--- src/rtl/if_fetch_unit.sv ---
// Instruction fetch stage: drives the imem request for the current PC and
// owns the IF/ID register, with a one-entry hold buffer and in-flight flush.
module if_fetch_unit #(
    parameter logic [31:0] RESET_PC = 32'h0000_0000,
    parameter int unsigned CNT_W    = 16
) (
    input  logic             clk,
    input  logic             rst,
    input  logic [31:0]      pc,
    input  logic             stall,
    input  logic             flush,
    output logic             imem_req,
    output logic [31:0]      imem_addr,
    input  logic             imem_ack,
    input  logic [31:0]      imem_rdata,
    output logic             is_cache_missed,
    output logic             if_id_valid,
    output logic [31:0]      if_id_pc,
    output logic [31:0]      if_id_pc_plus4,
    output logic [31:0]      if_id_instr,
    output logic [CNT_W-1:0] fetch_stall_cycles
);

    typedef enum logic [1:0] {
        FETCH = 2'd0,
        HOLD  = 2'd1,
        DROP  = 2'd2
    } state_e;

    state_e           state_q, state_d;
    logic [31:0]      drop_addr_q, drop_addr_d;
    logic [31:0]      hold_pc_q, hold_pc_d;
    logic [31:0]      hold_instr_q, hold_instr_d;
    logic             valid_q, valid_d;
    logic [31:0]      id_pc_q, id_pc_d;
    logic [31:0]      id_pc4_q, id_pc4_d;
    logic [31:0]      id_instr_q, id_instr_d;
    logic [CNT_W-1:0] cnt_q, cnt_d;

    // RESET_PC only documents where the PC stage starts.
    logic unused_reset_pc;
    assign unused_reset_pc = ^RESET_PC;

    always_comb begin
        imem_req        = 1'b1;
        imem_addr       = pc;
        is_cache_missed = !imem_ack;
        unique case (state_q)
            FETCH: begin
                imem_req        = 1'b1;
                imem_addr       = pc;
                is_cache_missed = !imem_ack;
            end
            HOLD: begin
                imem_req        = 1'b0;
                imem_addr       = pc;
                is_cache_missed = 1'b0;
            end
            DROP: begin
                imem_req        = 1'b1;
                imem_addr       = drop_addr_q;
                is_cache_missed = 1'b1;
            end
            default: begin
                imem_req        = 1'b1;
                imem_addr       = pc;
                is_cache_missed = !imem_ack;
            end
        endcase
    end

    always_comb begin
        state_d      = state_q;
        drop_addr_d  = drop_addr_q;
        hold_pc_d    = hold_pc_q;
        hold_instr_d = hold_instr_q;
        valid_d      = valid_q;
        id_pc_d      = id_pc_q;
        id_pc4_d     = id_pc4_q;
        id_instr_d   = id_instr_q;
        cnt_d        = cnt_q;

        if (is_cache_missed && (cnt_q != {CNT_W{1'b1}})) begin
            cnt_d = cnt_q + {{(CNT_W-1){1'b0}}, 1'b1};
        end

        unique case (state_q)
            FETCH: begin
                if (flush) begin
                    valid_d    = 1'b0;
                    id_instr_d = 32'h0;
                    if (!imem_ack) begin
                        // Request is live on the bus; keep its address stable.
                        drop_addr_d = pc;
                        state_d     = DROP;
                    end
                end else if (imem_ack) begin
                    if (!stall) begin
                        valid_d    = 1'b1;
                        id_pc_d    = pc;
                        id_pc4_d   = pc + 32'd4;
                        id_instr_d = imem_rdata;
                    end else begin
                        hold_pc_d    = pc;
                        hold_instr_d = imem_rdata;
                        state_d      = HOLD;
                    end
                end else if (!stall) begin
                    valid_d    = 1'b0;
                    id_instr_d = 32'h0;
                end
            end
            HOLD: begin
                if (flush) begin
                    valid_d    = 1'b0;
                    id_instr_d = 32'h0;
                    state_d    = FETCH;
                end else if (!stall) begin
                    valid_d    = 1'b1;
                    id_pc_d    = hold_pc_q;
                    id_pc4_d   = hold_pc_q + 32'd4;
                    id_instr_d = hold_instr_q;
                    state_d    = FETCH;
                end
            end
            DROP: begin
                if (flush) begin
                    valid_d    = 1'b0;
                    id_instr_d = 32'h0;
                end
                if (imem_ack) begin
                    state_d = FETCH;
                end
            end
            default: state_d = FETCH;
        endcase
    end

    always_ff @(posedge clk or posedge rst) begin
        if (rst) begin
            state_q      <= FETCH;
            drop_addr_q  <= 32'h0;
            hold_pc_q    <= 32'h0;
            hold_instr_q <= 32'h0;
            valid_q      <= 1'b0;
            id_pc_q      <= 32'h0;
            id_pc4_q     <= 32'h0;
            id_instr_q   <= 32'h0;
            cnt_q        <= '0;
        end else begin
            state_q      <= state_d;
            drop_addr_q  <= drop_addr_d;
            hold_pc_q    <= hold_pc_d;
            hold_instr_q <= hold_instr_d;
            valid_q      <= valid_d;
            id_pc_q      <= id_pc_d;
            id_pc4_q     <= id_pc4_d;
            id_instr_q   <= id_instr_d;
            cnt_q        <= cnt_d;
        end
    end

    assign if_id_valid        = valid_q;
    assign if_id_pc           = id_pc_q;
    assign if_id_pc_plus4     = id_pc4_q;
    assign if_id_instr        = id_instr_q;
    assign fetch_stall_cycles = cnt_q;

endmodule

--- config.mk ---
export PLATFORM = sky130hd
export DESIGN_NAME = if_fetch_unit
export DESIGN_NICKNAME = d
export VERILOG_FILES = /design/src/rtl/if_fetch_unit.sv
export SDC_FILE = /design/constraint.sdc
export NUM_CORES = 1
export LEC_CHECK = 0
export ABC_CLOCK_PERIOD_IN_PS = 6550
export CAP_MARGIN = 25
export CELL_PAD_IN_SITES_DETAIL_PLACEMENT = 0
export CELL_PAD_IN_SITES_GLOBAL_PLACEMENT = 1
export CORE_MARGIN = 1
export CORE_UTILIZATION = 30
export CTS_CLUSTER_SIZE = 40
export DETAILED_ROUTE_END_ITERATION = 8
export GPL_TIMING_DRIVEN = 0
export PLACE_DENSITY = 0.74
export SLEW_MARGIN = 20
export SYNTH_ARGS = -nofsm -noshare
export SYNTH_HDL_FRONTEND = slang
export SYNTH_SLANG_ARGS = --single-unit
--- constraint.sdc ---
create_clock -name clk -period 6.55 [get_ports clk]
set_input_delay 0.655 -clock clk [delete_from_list [all_inputs] [get_ports clk]]
set_output_delay 0.655 -clock clk [all_outputs]
set_load 0.03 [all_outputs]
**Word-level counts from Yosys, hierarchy flattened**

Cells that the tools add are included.

- Flip-flop bits (word level): 211
- Latch bits: 0
- RAM bits: 0
- Memory bits (read-only): 0
- Input port bits: 69
- Output and inout bits: 147
- Memories kept: 0

- Add/sub/neg operators: 3
- Multiply operators: 0
- Div/mod/pow operators: 0
- $lt $le $gt $ge: 0
- Equal/unequal tests: 16
- Shift-type cells: 0
- Mux-type cells: 38
- Bitwise logic cells: 2
- Reduce and logical (&&, ||, !) cells: 11

Operators by type and width:

| kind | count |
|---|---|
| 32-bit two-way mux | 18 |
| 32-bit case mux with 2 select lines | 2 |
| 32-bit case mux with 3 select lines | 1 |
| 32-bit by 3-bit adder with 32-bit output (second input constant) | 2 |
| 16-bit by 1-bit adder with 16-bit output (second input constant) | 1 |
| 16-bit inequality test (second input constant) | 1 |
| 3-bit inequality test (second input constant) | 5 |
| 2-bit two-way mux | 7 |
| 2-bit inequality test (second input constant) | 7 |
| 4-bit AND reduction | 2 |
| 1-bit two-way mux | 7 |
| 2-bit case mux with 3 select lines | 1 |
| 3-bit AND reduction | 2 |
| 6-bit AND reduction | 1 |
| 5-bit AND reduction | 1 |
| 4-bit inequality test (second input constant) | 1 |
| 1-bit case mux with 3 select lines | 1 |
| 3-bit nonzero test | 1 |
| 2-bit by 1-bit == test with 1-bit output (second input constant) | 1 |
| 2-bit == test (second input constant) | 1 |
| 2-bit zero test | 1 |
| 1-bit inverter | 2 |
| 1-bit case mux with 2 select lines | 1 |
| 2-bit nonzero test | 1 |
| 2 further kinds | 2 |

**Longest topological paths before layout**

Gate-level depths: netlist (run 1).

- Word-level depth: 5
- Depth in mapped cells: 13
- Mapped depth without buffers: 9

**Worst setup path after synthesis (run 1)**

Ideal clock, no wire load.

- Path type: register to register
- Start point: register state_q[1]
- End point: register id_pc4_q[30], in the netlist if_id_pc_plus4[30]
- Setup time: 0.069 ns
- Data arrival time: 2.870 ns
- Path slack: 3.611 ns
- Stages on the path, launching flop included: 14
- Cells stage by stage: dfrtp_1 > inv_1 > ha_1 > buf_6 > buf_4 > buf_2 > buf_2 > mux2_2 > ha_1 > nand4_1 > a22oi_4 > nand4_4 > or4_1 > nand3_1

- Longest elaborated chain between the ends: 3

Ends and longest elaborated chain:

| element | RTL line | RTL |
|---|---|---|
| from (decl) | 30 | `state_e state_q, state_d;` |
| from (signal assigned) | 151 | `state_q <= state_d;` |
| 2-bit by 1-bit == test with 1-bit output / 2-bit zero test (equally long branches) | 87 | `unique case (state_q)` |
| 2-bit inequality test (no source line) / 2-bit nonzero test (equally long branches) | n/a |  |
| 6-bit AND reduction (no source line) | n/a |  |
| to (signal assigned) | 157 | `id_pc4_q <= id_pc4_d;` |
| to (decl) | 36 | `logic [31:0] id_pc4_q, id_pc4_d;` |

Several ways; a longest one is shown, not always the timed one.
A chain may end at the register's enable or synchronous reset.

**Worst setup path after layout (run 1)**

- Start point: register state_q[0]
- End point: output imem_addr[16]

- Longest elaborated chain between the ends: 2

Ends and longest elaborated chain:

| element | RTL line | RTL |
|---|---|---|
| 2-bit == test | 48 | `unique case (state_q)` |
| 32-bit two-way mux | 48 |  |
| to (decl) | 13 | `output logic [31:0] imem_addr,` |

Every way passes these cells.

==> results.ini, run 1 <==
[power]
ir_worst_vdd_uv=262
power_density_nw_per_um2=522
finalPower_mw=7.19
p_leak_nw=5.79

[die]
num_rows=66
die_area_um2=34400
fp.dieH_um=185
start_util=0.308
ios=216
dieWidth_um=185
core_um2=32800

[yosys]
yosys.cell_count.top_type=dfrtp_1
ys_ff_latch=209
yosys.area.top_type_share=0.518
syn_avg_cell_area_um2=11.8
yosysWarningCount=0
synth_cells=854
synth-main-ff-cell=dfrtp_1
synth_area_um2=10100
async_flop_share=1.00
synth_top_area_cell=dfrtp_1
ys_seq_area_frac=0.518
ys_top_cells_by_area=dfrtp_1 (52%), mux2_2 (16%), mux2i_1 (5.7%)
synth-edff-count=0
synth_nets=929
synth_commonest_cells=dfrtp_1 (209), mux2_2 (139), nand2_1 (117)
yosysUniqueCellTypes=55

[routing]
routed_wl_um=28800
first_pass_iters=5
antenna_left=0
wl_per_cell_um=18.5
viasPerCell=4.85
drcViolationCount=0
vias=7558
drt_iter0_drc=329

[sta]
hold_slack_ns=0.477
rsz0062_at_grt=no
hold_violations=0
fmaxAchievable_ghz=0.271
tightest_slew_ns=0.937
final_max_slew_viol_count=0
clock_skew_ns=0.0234
min_period_over_period=0.563
finalCriticalPeriod_ns=3.69
setup_viol=0
slew_headroom=0.370

[place]
gp_congestion=0.806
hpwl_um=21200
place.port_buffers=214
placed_area_um2=12800

[clock_network]
ctsHtreeMaxLevel=1
cts_tree=done
clock-sinks=209
clk-insertion-delay-late_ns=0.53
cts_made_buffers=25
ctsResizeCount=0
cts-root-buf=clkbuf_16
hold_buffers=0
cts.path.max_buffers=3
post_cts_buffers=0
clkSlewWorstSetupHoldPaths_ns=0.06

[worst_setup_path]
r2r_end=if_id_pc_plus4[30]
path_max_fanout=10
reg2reg_from=state_q[1]
worst_r2r_path_depth=13
cp_slowest_stage_delay_ns=0.61
critPathKind=reg -> out
cp_slowest_cell=clkdlybuf4s50_1
setup.worst_path.start_class=flip-flop
critPathCaptureType=output port
cp.required_ns=5.89
path_cells=inv_1 -> ha_1 -> buf_2 -> buf_1 -> mux2_2 -> clkdlybuf4s50_1
r2r_slack_ns=2.91
worst_ep_arrival_time_ns=3.03

[global_routing]
grt_max_degree=99
antenna_found_initial=1
grt_pass1_vias=7796
grtUsageTotal=0.170
grt_overflow=0
grt_pass1_wl_um=45300

[flow_run]
max-cap-violations=0

[layout]
nets=1172
n_fill_cell=3156
area_growth_pct=36.4
fin_util=0.420
stdcell_area_um2=13800
layout-drive-gt1-share=0.193

[min_path]
hold-path-endpoint=if_id_pc[26]
worstHoldPathCells=1
hold_class=reg -> reg
min-delay-start=if_id_pc[26]

[run_status]
status=finished, final reports clean

[registers in the layout, summed over array words and instances, names as in the netlist]
| signal | count |
|---|---|
| drop_addr_q | 32 |
| fetch_stall_cycles | 16 |
| if_id_instr | 32 |
| if_id_pc_plus4 | 30 |
| hold_instr_q | 32 |
| state_q | 2 |
| hold_pc_q | 32 |
| if_id_pc | 32 |
| if_id_valid | 1 |
[metrics by stage]
step	setup TNS, ns	setup WS (ns)	std cells
3_5_place_dp	0	2.91	1512
4_1_cts	0	2.78	1557
6_report	0	2.86	1558
2_1_floorplan	0	0.186	854
3_3_place_gp	-591.89	-2.86	1510
5_1_grt	0	2.67	1557
[power breakdown]
part           switching (mW)  internal [mW]  total, mW
clock network           0.551          0.975       1.53
logic                    1.90           1.47       3.38
registers               0.392           1.89       2.28
total                    2.85           4.34       7.19
[cell usage in the layout, fill, tap and decap left out, drive strengths merged, types with 9 or more instances in the layout]
master / Yosys / final
xnor2: 25 / 25
clkdlybuf4s50: 0 / 214
mux2i: 57 / 57
mux2: 139 / 139
inv: 8 / 9
nand2: 117 / 117
buf: 29 / 31
nand4: 23 / 23
o31ai: 36 / 36
nand3: 24 / 24
a22oi: 9 / 9
o21ai: 46 / 46
clkbuf: 23 / 60
and3: 9 / 9
dfrtp: 209 / 209
nor2: 17 / 17
[worst max-delay path: cells and delay by family (launching register included)]
kind | cells | cell delay (ns)
flip-flops | 1 | 0.41
buffers and inverters | 4 | 1.50
multiplexers | 1 | 0.46
adder cells (fa/ha/maj) | 1 | 0.14
[cells by family (layout without fill, tap and decap cells)]
kind of cell,Yosys count,count (layout),share of synthesized area
adders and majority gates,6,6,0.00744
DFF,209,209,0.518
muxes,196,196,0.212
xor gates and xnor gates,33,33,0.0286
and+or+nand+nor,226,226,0.119
AOI/OAI and AO/OA,124,124,0.0862
other,0,1,0
buffers and inverters,60,321,0.0285
[metal layers]
| layer | track usage | routed length (µm) |
|---|---|---|
| met1 | 0.222 | 12900 |
| met2 | 0.280 | 13300 |
| met3 | 0.0444 | 2090 |
| met4 | 0.0347 | 556 |
| met5 | 0 | 13 |
[worst max-delay path by stage]
stage / depth (start not counted) / from / endpoint
finish: 6 / state_q[0] / imem_addr[16]
global route: 13 / state_q[1] / if_id_pc_plus4[30]
CTS: 6 / state_q[0] / imem_addr[15]
detailed placement: 13 / state_q[1] / if_id_pc_plus4[30]
global placement: 2 / rst / fetch_stall_cycles[5]
floorplan: 1 / rst / drop_addr_q[0]
[area by class of cell]
cell class	count	area [µm²]	area share
Tap cell	442	553	0.0402
Sequential cell	209	5230	0.380
Clock inverter	8	169	0.0123
Inverter	8	37.5	0.00273
Multi-Input combinational cell	585	4580	0.333
Clock buffer	37	741	0.0538
Antenna cell	1	2.50	0.000182
Timing Repair Buffer	216	2200	0.160
Buffer	52	258	0.0187
Note: power is estimated with default switching activity, not from simulation.
==> run 2: changes to the inputs <==
--- a/config.mk
+++ b/config.mk
@@ -5,7 +5,7 @@
 export SDC_FILE = /design/constraint.sdc
 export NUM_CORES = 1
 export LEC_CHECK = 0
-export ABC_CLOCK_PERIOD_IN_PS = 6550
+export ABC_CLOCK_PERIOD_IN_PS = 3000
 export CAP_MARGIN = 25
 export CELL_PAD_IN_SITES_DETAIL_PLACEMENT = 0
 export CELL_PAD_IN_SITES_GLOBAL_PLACEMENT = 1
==> constraint.sdc (replaced) <==
create_clock -name clk -period 3 [get_ports clk]
set_input_delay 0.3 -clock clk [delete_from_list [all_inputs] [get_ports clk]]
set_output_delay 0.3 -clock clk [all_outputs]
set_load 0.03 [all_outputs]
==> run 2 against run 1 <==
Against the previous run: utilization is 0.099 points higher; power rose by 110%; critical path type unchanged; global-route usage about the same; sequential share of layout area down 0.089 points; largest power group unchanged; wire length shrank 0.45%; clock skew down 0.017 ns; clock power rose by 84%; non-clock buffer count rose by 12; final area up 0.24%.
==> results.ini, run 2 (synthesized netlist as in run 1, its figures left out) <==
[clock_network]
cts_made_buffers=25  ; unchanged
clk-insertion-delay-late_ns=0.51  ; was 0.53 ns
ctsHtreeMaxLevel=1  ; unchanged
cts_tree=done  ; unchanged
clkSlewWorstSetupHoldPaths_ns=0.05  ; was 0.06 ns
clock-sinks=209  ; unchanged
hold_buffers=0  ; unchanged
cts-root-buf=clkbuf_16  ; unchanged
cts.path.max_buffers=3  ; unchanged

[worst_setup_path]
cp_slowest_cell=clkdlybuf4s50_1  ; unchanged
reg2reg_from=state_q[1]  ; unchanged
cp_slowest_stage_delay_ns=0.61  ; about the same
critPathKind=reg -> out  ; unchanged
crit_buf_inv=4  ; unchanged
r2r_end=if_id_pc_plus4[28]  ; was if_id_pc_plus4[30]
worst_r2r_path_depth=12  ; was 13
cp.required_ns=2.70  ; was 5.89 ns
critPathCaptureType=output port  ; unchanged
critical_path.top_delay_family=buffers and inverters  ; unchanged
r2r_slack_ns=0.23  ; was 2.91 ns
crit_start=state_q[0]  ; unchanged
path_max_fanout=10  ; unchanged
cp-endpoint=imem_addr[28]  ; was imem_addr[16]
setup.worst_path.start_class=flip-flop  ; unchanged
path_cells=inv_1 -> ha_1 -> clkbuf_4 -> buf_4 -> mux2_2 -> clkdlybuf4s50_1  ; was inv_1 -> ha_1 -> buf_2 -> buf_1 -> mux2_2 -> clkdlybuf4s50_1
worst_ep_arrival_time_ns=2.58  ; was 3.03 ns
cp.depth=6  ; unchanged

[sta]
min_period_over_period=0.960
tightest_slew_ns=0.858  ; was 0.937 ns
setup_ws_ns=0.121  ; was 2.86 ns
hold_slack_ns=0.216  ; was 0.477 ns
fmaxAchievable_ghz=0.347
final_max_slew_viol_count=0  ; unchanged
setup_viol=0  ; unchanged
finalCriticalPeriod_ns=2.88
slew_headroom=0.423  ; was 0.370
hold_violations=0  ; unchanged
clock_skew_ns=0.00691  ; was 0.0234 ns
tns_ns=0  ; unchanged

[global_routing]
grt_pass1_vias=7753  ; was 7,796
grt_overflow=0  ; unchanged
grt_pass1_wl_um=45200  ; was 45,300 µm
grt_max_degree=32  ; was 99
grtUsageTotal=0.170  ; about the same
antenna_found_initial=3  ; was 1

[layout]
final_cell_mix=dfrtp_1 (209), clkdlybuf4s50_1 (202), mux2_2 (138)  ; was clkdlybuf4s50_1 (214), dfrtp_1 (209), mux2_2 (139)
area_growth_pct=36.8  ; was 36.4%
nets=1184  ; was 1,172
fin_cells=1567  ; was 1,558
layout_commonest_cell=dfrtp_1  ; was clkdlybuf4s50_1
n_fill_cell=3146  ; was 3,156
antenna_cells=0  ; was 1
fin_util=0.421  ; was 0.420
layout-drive-gt1-share=0.206  ; was 0.193

[min_path]
worstHoldPathCells=3  ; was 1
hold_class=in -> reg  ; was reg -> reg

[power]
power_density_nw_per_um2=1100  ; was 522 nW/µm²
p_leak_nw=5.84  ; was 5.79 nW
ir_worst_vdd_uv=594  ; was 262 µV

[run_status]
status=finished, final reports clean  ; unchanged

[routing]
antenna_left=0  ; unchanged
drt_iter0_drc=357  ; was 329
routed_wl_um=28700  ; was 28,800 µm
first_pass_iters=5  ; unchanged
wl_per_cell_um=18.3  ; was 18.5 µm
viasPerCell=4.84  ; was 4.85
vias=7589  ; was 7,558
drcViolationCount=0  ; unchanged

[die]
dieWidth_um=185  ; unchanged
fp.dieH_um=185  ; unchanged
num_rows=66  ; unchanged
start_util=0.308  ; unchanged
die_area_um2=34400  ; unchanged
core_um2=32800  ; unchanged
ios=216  ; unchanged

[place]
place.port_buffers=214  ; unchanged
hpwl_um=21700  ; was 21,200 µm
pre_cts_slack_ns=-0.658  ; was 2.91 ns
gp_congestion=0.794  ; was 0.806
dp_cells=1517  ; was 1,512

[flow_run]
max-cap-violations=0  ; unchanged

run 2: cell types whose count changed in the layout (fill, tap and decap cells not counted), sizes merged, moves of 5 or more:
cell | before | now
clkdlybuf4s50 | 214 | 202
dlygate4sd2 | 0 | 10
clkinv | 2 | 7
buf | 31 | 41
bufinv | 5 | 0
run 2: worst min-delay path by stage:
| stage | start | end | slack [ns] |
|---|---|---|---|
| finish | imem_ack | state_q[0] | 0.22 |
| global route | imem_ack | state_q[0] | 0.23 |
| global placement | if_id_instr[29] | if_id_instr[29] | 0.46 |
| floorplan | pc[29] | drop_addr_q[29] | 0.45 |
| CTS | imem_ack | state_q[0] | 0.19 |
| detailed placement | if_id_instr[7] | if_id_instr[7] | 0.47 |
run 2: report_power, final:
group          switching (mW)  internal, mW  leakage, nW  total (mW)
combinational            4.15          3.23         2.86        7.38
sequential              0.857          4.13         2.60        4.99
clock                    1.17          1.65        0.378        2.82
run 2: worst register-to-register path, stage by stage (launching register included):
cell and delay, ns:
dfrtp_1 0.40, inv_1 0.09, ha_1 0.16, buf_6 0.16, buf_12 0.20, mux2_4 0.23, ha_2 0.22, nand4_1 0.18
a22oi_4 0.27, nand4_4 0.16, buf_4 0.18, or3_1 0.36, nand3_1 0.10
run 2: routing by layer:
metal | up-vias | track usage | routed length, µm
met3 | 39 | 0.0413 | 1810
met1 | 3754 | 0.228 | 13000
met5 | - | 0 | 11
li1 | 3594 | - | -
met4 | 2 | 0.0374 | 597
met2 | 200 | 0.275 | 13300
run 2: cell type report:
| type | instances | area [µm²] | share of cell area |
|---|---|---|---|
| sequential | 209 | 5230 | 0.379 |
| multi-input combinational | 585 | 4590 | 0.333 |
| timing repair buffer | 230 | 2360 | 0.171 |
| clock buffer | 35 | 713 | 0.0517 |
| tap | 442 | 553 | 0.0401 |
| buffer | 50 | 277 | 0.0200 |
| clock inverter | 8 | 46.3 | 0.00336 |
| inverter | 8 | 33.8 | 0.00245 |
run 2: metrics by stage:
step	cell area, µm²	total power [mW]
after global routing	13800	16.1
final	13800	15.2
after detailed placement	12900	12.5
after floorplan	10100	9.55
after CTS	13800	15.4
after global placement	12800	12.3
run 2: what timing repair did:
item                                    4_1_cts  5_1_grt
gates resized for setup                      23        7
pin swaps                                     3        1
setup buffers                                 6        3
endpoints found under the setup margin       43       34
gates cloned                                  0        0
